--- src/rtl/game_pkg.sv ---
// Shared game definitions: enemy-score FSM states, score ceiling and
// default timing constants used by top_game and the number drawers.
package game_pkg;

    typedef enum logic [1:0] {IDLE, ARMED, HUNTING, FLY_AWAY} enemy_state_t;

    localparam logic [6:0] ENEMY_SCORE_MAX    = 7'd99;
    localparam int         CLK_HZ_DEF         = 65_000_000;
    localparam int         DUCK_TIMEOUT_S_DEF = 5;
    localparam int         FLYAWAY_MS_DEF     = 500;

endpackage

--- src/rtl/enemy_score_ctl_if.sv ---
// Handshake bundle between duck_game_logic (master) and enemy_score_ctl (slave).
interface enemy_score_ctl_if;

    logic       game_enable;
    logic       hunt_start;
    logic       duck_killed;
    logic [6:0] enemy_score;
    logic [3:0] seconds_left;
    logic       duck_escaped;
    logic       fly_away;

    modport master (
        output game_enable, hunt_start, duck_killed,
        input  enemy_score, seconds_left, duck_escaped, fly_away
    );

    modport slave (
        input  game_enable, hunt_start, duck_killed,
        output enemy_score, seconds_left, duck_escaped, fly_away
    );

endinterface

--- src/rtl/ms_tick_gen.sv ---
// Millisecond tick generator: free-running prescaler of CLK_HZ/1000 cycles
// with a synchronous clear so a tick lands exactly one period after clear.
module ms_tick_gen #(
    parameter int CLK_HZ = 65_000_000
) (
    input  logic clk,
    input  logic rst,
    input  logic clear,
    output logic tick
);

    localparam int           DIV  = CLK_HZ / 1000;
    localparam int           W    = (DIV > 1) ? $clog2(DIV) : 1;
    localparam logic [W-1:0] LAST = W'(DIV - 1);

    logic [W-1:0] r_cnt;

    // Count 0..DIV-1 and wrap; clear restarts the period from zero.
    always_ff @(posedge clk or posedge rst) begin
        if (rst) begin
            r_cnt <= '0;
        end else if (clear || (r_cnt == LAST)) begin
            r_cnt <= '0;
        end else begin
            r_cnt <= r_cnt + W'(1);
        end
    end

    assign tick = (r_cnt == LAST);

endmodule

--- src/rtl/enemy_score_ctl.sv ---
// Enemy-score controller: times each duck's flight, scores an escape for the
// enemy on timeout and signals a fly-away phase to the duck controller.
module enemy_score_ctl
    import game_pkg::*;
#(
    parameter int         CLK_HZ         = CLK_HZ_DEF,
    parameter int         DUCK_TIMEOUT_S = DUCK_TIMEOUT_S_DEF,
    parameter int         FLYAWAY_MS     = FLYAWAY_MS_DEF,
    parameter logic [6:0] SCORE_MAX      = ENEMY_SCORE_MAX
) (
    input  logic               clk,
    input  logic               rst,
    enemy_score_ctl_if.slave   sif
);

    localparam logic [9:0] MS_LAST   = 10'd999;
    localparam logic [9:0] FLY_LAST  = 10'(FLYAWAY_MS - 1);
    localparam logic [3:0] SECS_INIT = 4'(DUCK_TIMEOUT_S);

    enemy_state_t r_state;
    logic [6:0]   r_score;
    logic [3:0]   r_secs;
    logic [9:0]   r_ms;
    logic         r_esc;
    logic         r_fly;

    logic         w_tick;
    logic         w_clear;
    logic         w_sec_wrap;
    logic         w_timeout;
    logic [7:0]   w_sum;
    logic [6:0]   w_score_inc;

    ms_tick_gen #(.CLK_HZ(CLK_HZ)) u_tick (
        .clk   (clk),
        .rst   (rst),
        .clear (w_clear),
        .tick  (w_tick)
    );

    assign w_sec_wrap  = w_tick && (r_ms == MS_LAST);
    assign w_timeout   = w_sec_wrap && (r_secs == 4'd1);
    assign w_sum       = {1'b0, r_score} + 8'd1;
    assign w_score_inc = (w_sum > {1'b0, SCORE_MAX}) ? SCORE_MAX : w_sum[6:0];

    // Restart the prescaler on every state change so each phase is timed from its entry edge.
    always_comb begin
        w_clear = 1'b0;
        if ((r_state != IDLE) && !sif.game_enable) begin
            w_clear = 1'b1;
        end else begin
            case (r_state)
                IDLE:     w_clear = sif.game_enable;
                ARMED:    w_clear = sif.hunt_start;
                HUNTING:  w_clear = sif.duck_killed || !sif.hunt_start || w_timeout;
                FLY_AWAY: w_clear = w_tick && (r_ms == FLY_LAST);
                default:  w_clear = 1'b1;
            endcase
        end
    end

    // Main FSM with registered outputs; a kill outranks a timeout in the same cycle.
    always_ff @(posedge clk or posedge rst) begin
        if (rst) begin
            r_state <= IDLE;
            r_score <= '0;
            r_secs  <= '0;
            r_ms    <= '0;
            r_esc   <= 1'b0;
            r_fly   <= 1'b0;
        end else begin
            r_esc <= 1'b0;
            if ((r_state != IDLE) && !sif.game_enable) begin
                // Score is kept so the end screen can still show it.
                r_state <= IDLE;
                r_secs  <= '0;
                r_ms    <= '0;
                r_fly   <= 1'b0;
            end else begin
                case (r_state)
                    IDLE: begin
                        if (sif.game_enable) begin
                            r_state <= ARMED;
                            r_score <= '0;
                        end
                    end
                    ARMED: begin
                        if (sif.hunt_start) begin
                            r_state <= HUNTING;
                            r_secs  <= SECS_INIT;
                            r_ms    <= '0;
                        end
                    end
                    HUNTING: begin
                        if (sif.duck_killed || !sif.hunt_start) begin
                            r_state <= ARMED;
                            r_secs  <= '0;
                            r_ms    <= '0;
                        end else if (w_timeout) begin
                            r_state <= FLY_AWAY;
                            r_secs  <= '0;
                            r_ms    <= '0;
                            r_score <= w_score_inc;
                            r_esc   <= 1'b1;
                            r_fly   <= 1'b1;
                        end else if (w_sec_wrap) begin
                            r_ms    <= '0;
                            r_secs  <= r_secs - 4'd1;
                        end else if (w_tick) begin
                            r_ms    <= r_ms + 10'd1;
                        end
                    end
                    FLY_AWAY: begin
                        if (w_tick) begin
                            if (r_ms == FLY_LAST) begin
                                r_state <= ARMED;
                                r_fly   <= 1'b0;
                                r_ms    <= '0;
                            end else begin
                                r_ms    <= r_ms + 10'd1;
                            end
                        end
                    end
                    default: begin
                        r_state <= IDLE;
                        r_secs  <= '0;
                        r_ms    <= '0;
                        r_fly   <= 1'b0;
                    end
                endcase
            end
        end
    end

    assign sif.enemy_score  = r_score;
    assign sif.seconds_left = r_secs;
    assign sif.duck_escaped = r_esc;
    assign sif.fly_away     = r_fly;

endmodule

--- src/flat_wrapper.sv ---
// flat-port wrapper written by rule: the top's interface ports become plain ports
module enemy_score_ctl_flat import game_pkg::*;
#(
    parameter int         CLK_HZ         = CLK_HZ_DEF,
    parameter int         DUCK_TIMEOUT_S = DUCK_TIMEOUT_S_DEF,
    parameter int         FLYAWAY_MS     = FLYAWAY_MS_DEF,
    parameter logic [6:0] SCORE_MAX      = ENEMY_SCORE_MAX
)
  (clk, rst, sif_game_enable, sif_hunt_start, sif_duck_killed, sif_enemy_score, sif_seconds_left, sif_duck_escaped, sif_fly_away);
  enemy_score_ctl_if sif_i ();
  input  logic clk;
  input  logic rst;
  input wire logic [$bits(sif_i.game_enable)-1:0] sif_game_enable;
  input wire logic [$bits(sif_i.hunt_start)-1:0] sif_hunt_start;
  input wire logic [$bits(sif_i.duck_killed)-1:0] sif_duck_killed;
  output wire logic [$bits(sif_i.enemy_score)-1:0] sif_enemy_score;
  output wire logic [$bits(sif_i.seconds_left)-1:0] sif_seconds_left;
  output wire logic [$bits(sif_i.duck_escaped)-1:0] sif_duck_escaped;
  output wire logic [$bits(sif_i.fly_away)-1:0] sif_fly_away;
  assign sif_i.game_enable = sif_game_enable;
  assign sif_i.hunt_start = sif_hunt_start;
  assign sif_i.duck_killed = sif_duck_killed;
  assign sif_enemy_score = sif_i.enemy_score;
  assign sif_seconds_left = sif_i.seconds_left;
  assign sif_duck_escaped = sif_i.duck_escaped;
  assign sif_fly_away = sif_i.fly_away;
  enemy_score_ctl #(.CLK_HZ(CLK_HZ), .DUCK_TIMEOUT_S(DUCK_TIMEOUT_S), .FLYAWAY_MS(FLYAWAY_MS), .SCORE_MAX(SCORE_MAX)) u_core (.clk(clk), .rst(rst), .sif(sif_i));
endmodule
--- config.mk ---
export PLATFORM = sky130hd
export DESIGN_NAME = enemy_score_ctl_flat
export DESIGN_NICKNAME = d
export VERILOG_FILES = /design/src/rtl/game_pkg.sv /design/src/rtl/enemy_score_ctl_if.sv /design/src/rtl/ms_tick_gen.sv /design/src/rtl/enemy_score_ctl.sv /design/src/flat_wrapper.sv
export SDC_FILE = /design/constraint.sdc
export NUM_CORES = 1
export LEC_CHECK = 0
export ABC_AREA = 1
export CORE_MARGIN = 4
export CORE_UTILIZATION = 45
export DETAILED_ROUTE_END_ITERATION = 8
export DONT_BUFFER_PORTS = 1
export GPL_ROUTABILITY_DRIVEN = 0
export PLACE_DENSITY = 0.65
export RECOVER_POWER = 25
export SYNTH_ARGS = -nofsm -noshare
export SYNTH_HDL_FRONTEND = slang
export SYNTH_SLANG_ARGS = --single-unit
--- constraint.sdc ---
create_clock -name clk -period 1.6 [get_ports clk]
set_input_delay 0.32 -clock clk [delete_from_list [all_inputs] [get_ports clk]]
set_output_delay 0.32 -clock clk [all_outputs]
set_load 0.01 [all_outputs]
==> flow_summary.yaml, run 1 <==
route:
  dr.pass1.iters: 4
  detail_route.iter0.violations: 82
  wl_um: 6870
  wl_per_cell_um: 12.4
  drcViolationCount: 0
  via_count: 2713
  ant_nets: 0
  viasPerCell: 4.88
timing:
  setup_ws_ns: -0.132
  finalCriticalPeriod_ns: 1.73
  finalCritPeriodShare: 1.08
  finClkSkew_ns: 0.0150
  totalNegativeSetupSlack_ns: -3.28
  finalSetupViolations: 39
  final_max_slew_viol_count: 0
  finalHoldViolations: 0
  max_freq_ghz: 0.577
  rsz0062_at_grt: "true"
  relSlewSlack: 0.587
  tightest_slew_ns: 0.615
synth:
  ys_warn_count: 0
  synth_common_cells: "102 x nand2_1, 61 x inv_1, 53 x nor2_1"
  ys_types: 28
  avgSynthCellArea_sq_um: 7.10
  synth_nets: 402
  yosysTopAreaCell: "dfrtp_1"
  synth_area_sq_um: 2740
  synthCells: 386
  synth_edf_count: 0
  synth_area_leaders: "dfrtp_1 37%, nand2_1 14%, inv_1 8.4%"
  async_flop_share: 1.00
  synth_flop_cell: "dfrtp_1"
  yosys_register_bits: 41
  synth.most_common_cell: "nand2_1"
  synth_top_area_share: 0.375
  synth_seq_area_share: 0.375
die:
  dieHeight_um: 86.0
  ios: 18
  initial_core_util: 0.463
  row_count: 28
  core-area_sq_um: 5920
  die-area_sq_um: 7400
  die_w_um: 86.0
pwr:
  leakage_nw: 1.88
  ir_drop_mv: 0.953
  p_per_area_nw_per_um2: 1230
clock_network:
  cts_inserted_buffers: 5
  clock_latency_ns: 0.31
  cts.sinks: 41
  tritoncts: "yes"
  cts_max_level: 2
  cts_buffer_depth: 2
  clk_pin_slew_ns: 0.10
  root_buffer: "clkbuf_8"
setup_path:
  crit_path_start: "u_core.u_tick.r_cnt[1]"
  cp.required_ns: 1.80
  r2r-start: "u_core.u_tick.r_cnt[1]"
  end_kind: "flop"
  cp_max_fo: 6
  start_kind: "flop"
  worstSetupPathType: "reg2reg"
  r2r_end: "u_core.r_ms[4]"
  r2r_cells: 12
  r2r_slack_ns: -0.13
  critical_path_arrival_ns: 1.93
  critical_path.endpoint: "u_core.r_ms[4]"
layout:
  area.growth.synth_to_final_pct: 41.4
  nets: 496
  final_cells: 556
  layout-drive-gt1-share: 0.366
  diodes: 0
global_route:
  grt_pass1_wl_um: 12000
  grt_antenna_before_repair: 0
  grt_pass1_vias: 2755
  grt_max_degree: 28
  grt_overflow: 0
  grt_usage: 0.201
place:
  placed_cells: 532
  port_buffers: 0
  hpwl_um: 4840
worst_hold_path:
  hold_class: "in2reg"
outcome:
  status: "finished, violations left"
  violations: "negative setup slack"
flow_run:
  cap_violations: 0
[flip-flops by register name, summed over array words and instances (netlist names)]
register	flops
u_core.u_tick.r_cnt	16
u_core.r_ms	10
u_core.sif.enemy_score	7
u_core.sif.seconds_left	4
u_core.r_state	2
u_core.sif.duck_escaped	1
u_core.sif.fly_away	1
[final cells by class]
cell class / count / area [sq um]
clock buffers: 5 / 68.8
multi-input cells: 281 / 1730
repair buffers: 88 / 691
inverters: 63 / 243
clock inverters: 3 / 25.0
flip-flops and latches: 41 / 1030
fillers: 510 / 2050
well taps: 75 / 93.8
[worst min path at each step]
stage / from / to / slack, ns / cells after the start
2_1_floorplan: u_core.u_tick.r_cnt[0] / u_core.u_tick.r_cnt[0] / 0.43 / 1
3_3_place_gp: rst / u_core.u_tick.r_cnt[12] / 0.23 / 1
3_5_place_dp: rst / u_core.r_ms[9] / 0.23 / 1
4_1_cts: sif_game_enable / u_core.r_state[0] / 0.24 / 2
5_1_grt: sif_game_enable / u_core.u_tick.r_cnt[0] / 0.28 / 3
6_report: sif_game_enable / u_core.r_state[0] / 0.25 / 2
[placed cells by master, fill, tap and decap left out, types with 3 or more instances in the layout]
master / synthesis / final
o21ai_0: 14 / 8
dfrtp_1: 41 / 41
nand3_4: 0 / 5
inv_2: 2 / 10
nand3_2: 4 / 4
nor3_2: 1 / 4
ha_1: 11 / 7
nand2_4: 1 / 3
nor2_1: 53 / 32
buf_4: 0 / 82
o21ai_1: 1 / 7
nor2_4: 2 / 7
clkbuf_8: 0 / 5
nand3_1: 36 / 31
inv_1: 61 / 50
nand2_1: 102 / 86
nor3_1: 6 / 3
xnor2_1: 6 / 6
nand2_2: 3 / 16
xor2_1: 13 / 13
nor2_2: 4 / 20
buf_6: 1 / 4
nand4_1: 11 / 11
[logic make-up (layout without fill, tap and decap cells)]
kind of cell	count (synthesis)	after routing	synth area share
AO/OA/AOI/OAI	23	23	0.0480
adder cells (fa/ha/maj)	11	11	0.0503
XOR/XNOR	19	19	0.0608
flip-flops	41	41	0.375
buffers and inverters	65	159	0.0959
AND/OR/NAND/NOR	227	228	0.370
[layer usage]
metal	global-route usage	wire, um	vias to the layer above
met2	0.352	3460	55
met1	0.254	3010	1256
met3	0.0394	336	6
li1	-	-	1396
met5	0	0	-
met4	0.0489	63	0
[through the flow]
step,hold slack (ns),setup WS [ns],utilization,total power [mW],instance area [sq um]
5_1_grt,0.277,-0.258,0.654,5.14,3870
6_report,0.250,-0.132,0.654,4.76,3870
4_1_cts,0.242,-0.0757,0.624,4.49,3690
3_3_place_gp,0.231,-0.189,0.572,3.33,3390
2_1_floorplan,0.431,-0.0520,-,2.58,2760
3_5_place_dp,0.233,-0.184,0.572,3.36,3390
[repair_timing]
item | in CTS | in global routing
endpoints found under the setup margin | 40 | 41
buffers inserted | 7 | 7
hold buffers | 1 | 0
gates cloned | 1 | 0
resized for setup | 44 | 38
endpoints found under the hold margin | 14 | 0
pin swaps | 16 | 13
[report_power, final]
part / total [mW] / switching (mW) / internal (mW)
registers: 1.25 / 0.0915 / 1.15
clock network: 0.727 / 0.409 / 0.318
logic: 2.78 / 1.53 / 1.25
[worst max-delay path: stages (launching register included)]
cell and delay, ns:
dfrtp_1 0.38, ha_2 0.21, nand2_2 0.06, inv_1 0.07, nand2_2 0.07, nor2_4 0.15
buf_4 0.13, nand3_1 0.08, nand2_1 0.12, nand2_2 0.12, nand3_1 0.09, nand2_1 0.04
and2_1 0.12
Power figures use the tool's default switching activity.
==> inputs of run 2 (changes only) <==
--- a/config.mk
+++ b/config.mk
@@ -7,11 +7,11 @@
 export LEC_CHECK = 0
 export ABC_AREA = 1
 export CORE_MARGIN = 4
-export CORE_UTILIZATION = 45
+export CORE_UTILIZATION = 55
 export DETAILED_ROUTE_END_ITERATION = 8
 export DONT_BUFFER_PORTS = 1
 export GPL_ROUTABILITY_DRIVEN = 0
-export PLACE_DENSITY = 0.65
+export PLACE_DENSITY = 0.76
 export RECOVER_POWER = 25
 export SYNTH_ARGS = -nofsm -noshare
 export SYNTH_HDL_FRONTEND = slang
==> run 2 against run 1 <==
Against the previous run:
- the run still ends with negative setup slack left
- sequential power barely moved
- core utilization rose by 21 points
- worst setup slack got worse by 0.40 ns
- cell count fell by 0.18%
- clock power rose by 26%
- sequential cell count did not move
- die area fell by 17%
- final area rose by 6.5%
- via count rose by 27%
- register-to-register slack got worse by 0.40 ns
- fmax fell by 19%
- largest cell class unchanged
==> flow_summary.yaml, run 2 (synthesized netlist as in run 1, its figures left out) <==
die:
  die_w_um: 78.6
  row_count: 25
  core-area_sq_um: 4790
  ios: 18
  dieHeight_um: 78.6
  die-area_sq_um: 6170
  initial_core_util: 0.572
global_route:
  grt_overflow: 0
  grt_max_degree: 42
  grt_pass1_wl_um: 14000
  grt_antenna_before_repair: 0
  grt_pass1_vias: 3102
  grt_usage: 0.290
place:
  hpwl_um: 5040
  dpl_cell_area_sq_um: 3360
  placed_cells: 522
  port_buffers: 0
route:
  dr.pass1.iters: 6
  wl_um: 11600
  drcViolationCount: 0
  wl_per_cell_um: 20.9
  detail_route.iter0.violations: 412
  ant_nets: 0
  viasPerCell: 6.21
  via_count: 3447
layout:
  nets: 503
  largest_register: "u_core.u_tick.r_cnt"
  multi_input_area_sq_um: 1880
  final_cell_mix: "84 x buf_4, 79 x nand2_1, 48 x inv_1, 40 x dfrtp_1, 30 x nor2_1"
  regArea_sq_um: 1030
  layout-drive-gt1-share: 0.432
  diodes: 0
  final_util: 0.862
  layout_commonest_cell: "buf_4"
  area.growth.synth_to_final_pct: 50.7
  final_cells: 555
  fill_cells: 215
  largest_reg_flops: 16
  fin_area_sq_um: 4130
pwr:
  p_comb_frac: 0.610
  p_clk_frac: 0.165
  cell_internal_pwr_mw: 3.01
  switchingPower_mw: 2.56
  p_per_area_nw_per_um2: 1350
  leakage_nw: 1.98
  pwr-share-seq: 0.226
  p_total_mw: 5.57
  ir_drop_mv: 1.02
  switching_share: 0.460
setup_path:
  crit_path_start: "u_core.u_tick.r_cnt[11]"
  end_kind: "flop"
  critical_path.endpoint: "u_core.r_state[1]"
  r2r_slack_ns: -0.53
  start_kind: "flop"
  r2r_end: "u_core.r_state[1]"
  r2r-start: "u_core.u_tick.r_cnt[11]"
  r2r_cells: 12
  cp.required_ns: 1.78
  cp_max_fo: 5
  critical_path_arrival_ns: 2.31
  worstSetupPathType: "reg2reg"
clock_network:
  root_buffer: "clkbuf_8"
  clock_latency_ns: 0.31
  tritoncts: "yes"
  cts_buffer_depth: 2
  cts.sinks: 41
  cts_inserted_buffers: 5
  clk_pin_slew_ns: 0.09
  cts_max_level: 2
outcome:
  status: "finished, violations left"
  violations: "negative setup slack"
timing:
  finalCritPeriodShare: 1.33
  finClkSkew_ns: 0.00942
  max_freq_ghz: 0.470
  rsz0062_at_grt: "true"
  final_max_slew_viol_count: 0
  tightest_slew_ns: 0.961
  setup_ws_ns: -0.530
  whs_ns: 0.260
  finalHoldViolations: 0
  finalCriticalPeriod_ns: 2.13
  relSlewSlack: 0.359
  finalSetupViolations: 41
flow_run:
  cap_violations: 0
worst_hold_path:
  hp-start: "sif_game_enable"
  hold_class: "in2reg"
==> run 2: changes by cell type in the layout (fill, tap and decap cells not counted), moves of 3 or more <==
cell     previous run  this run
nand3_4             5         2
nor2_4              7        14
nand2_2            16        21
nand3_2             4        14
o21ai_0             8         4
nor2_2             20        15
inv_2              10        13
nand2_1            86        79
o21ai_2             1         4
nand3_1            31        24
buf_6               4         7
nor3_4              0         4
==> run 2: area by class of cell <==
cell class,instances,share of cell area
multi-input cells,281,0.456
flip-flops and latches,41,0.249
repair buffers,95,0.186
inverters,63,0.0588
well taps,67,0.0203
clock buffers,6,0.0200
clock inverters,2,0.00910
==> run 2: per-layer routing <==
metal  track usage  wire length (um)  vias to the layer above
met3        0.0711              1350                      119
met2         0.508              5460                      349
met1         0.317              3760                     1565
met5             0                 0                        -
li1              -                 -                     1414
met4         0.164              1020                        0
==> run 2: power groups by stage <==
stage | clock network (mW) | logic, mW | registers, mW
after floorplan | 0 | 1.28 | 1.31
after global placement | 0 | 1.97 | 1.26
after detailed placement | 0 | 2.05 | 1.26
after CTS | 0.899 | 2.62 | 1.24
after global routing | 0.970 | 3.52 | 1.27
final | 0.917 | 3.40 | 1.26
==> run 2: how the worst min path moves through the flow <==
| stage | to | cells past startpoint |
|---|---|---|
| final | u_core.sif.enemy_score[0] | 4 |
| after global routing | u_core.sif.enemy_score[1] | 4 |
| after CTS | u_core.u_tick.r_cnt[11] | 3 |
| after detailed placement | u_core.r_ms[2] | 2 |
| after global placement | u_core.u_tick.r_cnt[12] | 2 |
| after floorplan | u_core.u_tick.r_cnt[0] | 1 |
==> run 2: stage by stage <==
step                      TNS (ns)  setup slack (ns)
after floorplan             -0.541           -0.0520
after global placement       -1.54            -0.140
after detailed placement     -4.67            -0.208
after CTS                    -1.71           -0.0967
after global routing        -13.37            -0.511
final                       -12.36            -0.530
==> run 2: critical path, stage by stage, from the launching register on <==
cell     delay (ns)
dfrtp_1        0.47
nand2_1        0.14
inv_1          0.13
nand3_2        0.11
nor2_2         0.22
nand2_2        0.16
nand3_2        0.12
buf_6          0.12
nand2_2        0.07
inv_2          0.09
nand3_2        0.14
nand2_2        0.12
o21ai_1        0.11
==> run 2: timing repair <==
item | 4_1_cts | 5_1_grt
setup buffers | 12 | 11
hold buffers | 1 | 0
setup endpoints to repair | 40 | 41
gates cloned | 1 | 1
pin swaps | 21 | 30
resized for setup | 64 | 65
hold endpoints to repair | 41 | 0
==> inputs of run 3 (changes only) <==
--- a/config.mk
+++ b/config.mk
@@ -13,6 +13,7 @@
 export GPL_ROUTABILITY_DRIVEN = 0
 export PLACE_DENSITY = 0.76
 export RECOVER_POWER = 25
+export SKIP_CTS_REPAIR_TIMING = 1
 export SYNTH_ARGS = -nofsm -noshare
 export SYNTH_HDL_FRONTEND = slang
 export SYNTH_SLANG_ARGS = --single-unit
==> run 3 against run 2 <==
Against the previous run:
- the flow still finishes with violations (negative setup slack)
- sequential cell count is the same
- hold slack gained 0.0033 ns
- cell count shrank 1.6%
- critical path depth shrank 1
- sequential power is essentially flat
- worst setup slack gained 0.25 ns
- register-to-register slack gained 0.25 ns
- routed wire length shrank 15%
- critical path type unchanged
- largest cell class unchanged
==> flow_summary.yaml, run 3 (synthesized netlist as in run 1, its figures left out) <==
outcome:
  status: "finished, violations left"
  violations: "negative setup slack"
timing:
  final_max_slew_viol_count: 0
  setup_ws_ns: -0.279
  tightest_slew_ns: 0.959
  finalHoldViolations: 0
  finalSetupViolations: 40
  finalCritPeriodShare: 1.17
  max_freq_ghz: 0.532
  finalCriticalPeriod_ns: 1.88
  relSlewSlack: 0.360
  finClkSkew_ns: 0.00656
  rsz0062_at_grt: "true"
global_route:
  grt_max_degree: 42
  grt_antenna_before_repair: 0
  grt_pass1_vias: 2686
  grt_overflow: 0
  grt_pass1_wl_um: 11700
  grt_usage: 0.235
route:
  viasPerCell: 5.75
  ant_nets: 0
  wl_um: 9810
  drcViolationCount: 0
  wl_per_cell_um: 18.0
  dr.pass1.iters: 4
  via_count: 3137
  detail_route.iter0.violations: 298
setup_path:
  cp_max_fo: 4
  path_buf_inv: 1
  cp_common_cell: "nand2_1"
  worstPathCellList: "ha_2, nand3_2, nor2_2, nand2_1, nand2_1, nand2_1, nand3_1, nand2_1, inv_1, nand3_2, nand2_1"
  crit_path_start: "u_core.sif.enemy_score[0]"
  end_kind: "flop"
  start_kind: "flop"
  cp.required_ns: 1.85
  path_delay_family: "simple AND/OR/NAND/NOR gates"
  critical_path_arrival_ns: 2.13
  r2r-start: "u_core.sif.enemy_score[0]"
  worstSetupPathType: "reg2reg"
  slowest_stage: "dfrtp_1"
  slowest_delay_ns: 0.41
worst_hold_path:
  hp-start: "sif_game_enable"
  hold_class: "in2reg"
clock_network:
  clock_latency_ns: 0.32
  clk_pin_slew_ns: 0.08
  tritoncts: "yes"
  cts.sinks: 41
  cts_buffer_depth: 2
  root_buffer: "clkbuf_8"
  cts_max_level: 2
  cts_inserted_buffers: 5
pwr:
  ir_drop_mv: 0.958
  p_per_area_nw_per_um2: 1360
  p_total_mw: 5.38
  leakage_nw: 1.89
die:
  row_count: 25
  initial_core_util: 0.572
  die-area_sq_um: 6170
  ios: 18
  dieHeight_um: 78.6
  die_w_um: 78.6
  core-area_sq_um: 4790
place:
  dpl_cell_area_sq_um: 3360
  port_buffers: 0
  hpwl_um: 5040
layout:
  layout-drive-gt1-share: 0.382
  largest_register: "u_core.u_tick.r_cnt"
  regArea_sq_um: 1030
  fin_area_sq_um: 3960
  area.growth.synth_to_final_pct: 44.4
  nets: 494
  largest_reg_flops: 16
  diodes: 0
  multi_input_area_sq_um: 1790
  layout_commonest_cell: "nand2_1"
  final_cell_mix: "86 x nand2_1, 78 x buf_4, 50 x inv_1, 40 x dfrtp_1, 34 x nor2_1"
  fill_cells: 261
flow_run:
  cap_violations: 0
## run 3: cell types whose count changed in the layout (fill, tap and decap cells not counted), moves of 4 or more
cell     previous run  this run
nor2_4             14        10
buf_4              84        78
nand3_2            14         9
nor2_1             30        34
nand2_2            21        16
nand2_1            79        86
## run 3: worst paths after layout
check	to	slack [ns]	cells after the start
min in group asynchronous	u_core.r_ms[2]	0.75	3
max in group asynchronous	u_core.sif.enemy_score[2]	0.19	3
worst min register to register	u_core.sif.fly_away	0.57	2
worst max register to register	u_core.sif.enemy_score[2]	-0.28	11
worst max-delay path	u_core.sif.enemy_score[2]	-0.28	11
worst min-delay path	u_core.sif.enemy_score[4]	0.26	3
## run 3: final cells by class
type,instances,share of cell area
Tap cell,67,0.0212
Inverter,63,0.0610
Clock inverter,2,0.00949
Multi-Input combinational cell,281,0.453
Clock buffer,6,0.0209
Timing Repair Buffer,86,0.175
Sequential cell,41,0.260
## run 3: per-layer routing
| layer | global-route usage | vias up | share of wire |
|---|---|---|---|
| met5 | 0 | - | 0 |
| met4 | 0.0822 | 0 | 0.051 |
| met3 | 0.0550 | 57 | 0.082 |
| met2 | 0.410 | 194 | 0.51 |
| met1 | 0.283 | 1489 | 0.36 |
| li1 | - | 1397 | - |
## run 3: where the power goes
part           leakage, nW  switching [mW]  total, mW  internal [mW]
sequential           0.561          0.0970       1.25           1.16
combinational         1.27            1.84       3.20           1.36
clock               0.0574           0.420      0.928          0.508
## run 3: worst min-delay path, delay by kind of cell
family / cells / cell delay (ns)
AND/OR/NAND/NOR: 3 / 0.22
## run 3: through the flow
stage	setup WS (ns)	utilization	hold slack [ns]	TNS [ns]	cells
floorplan	-0.0520	-	0.431	-0.541	386
finish	-0.279	0.827	0.263	-7.22	546
detailed placement	-0.208	0.703	0.287	-4.67	522
CTS	-0.244	0.728	-0.0359	-5.52	530
global placement	-0.140	0.703	0.292	-1.54	522
global route	-0.372	0.827	0.262	-11.34	546
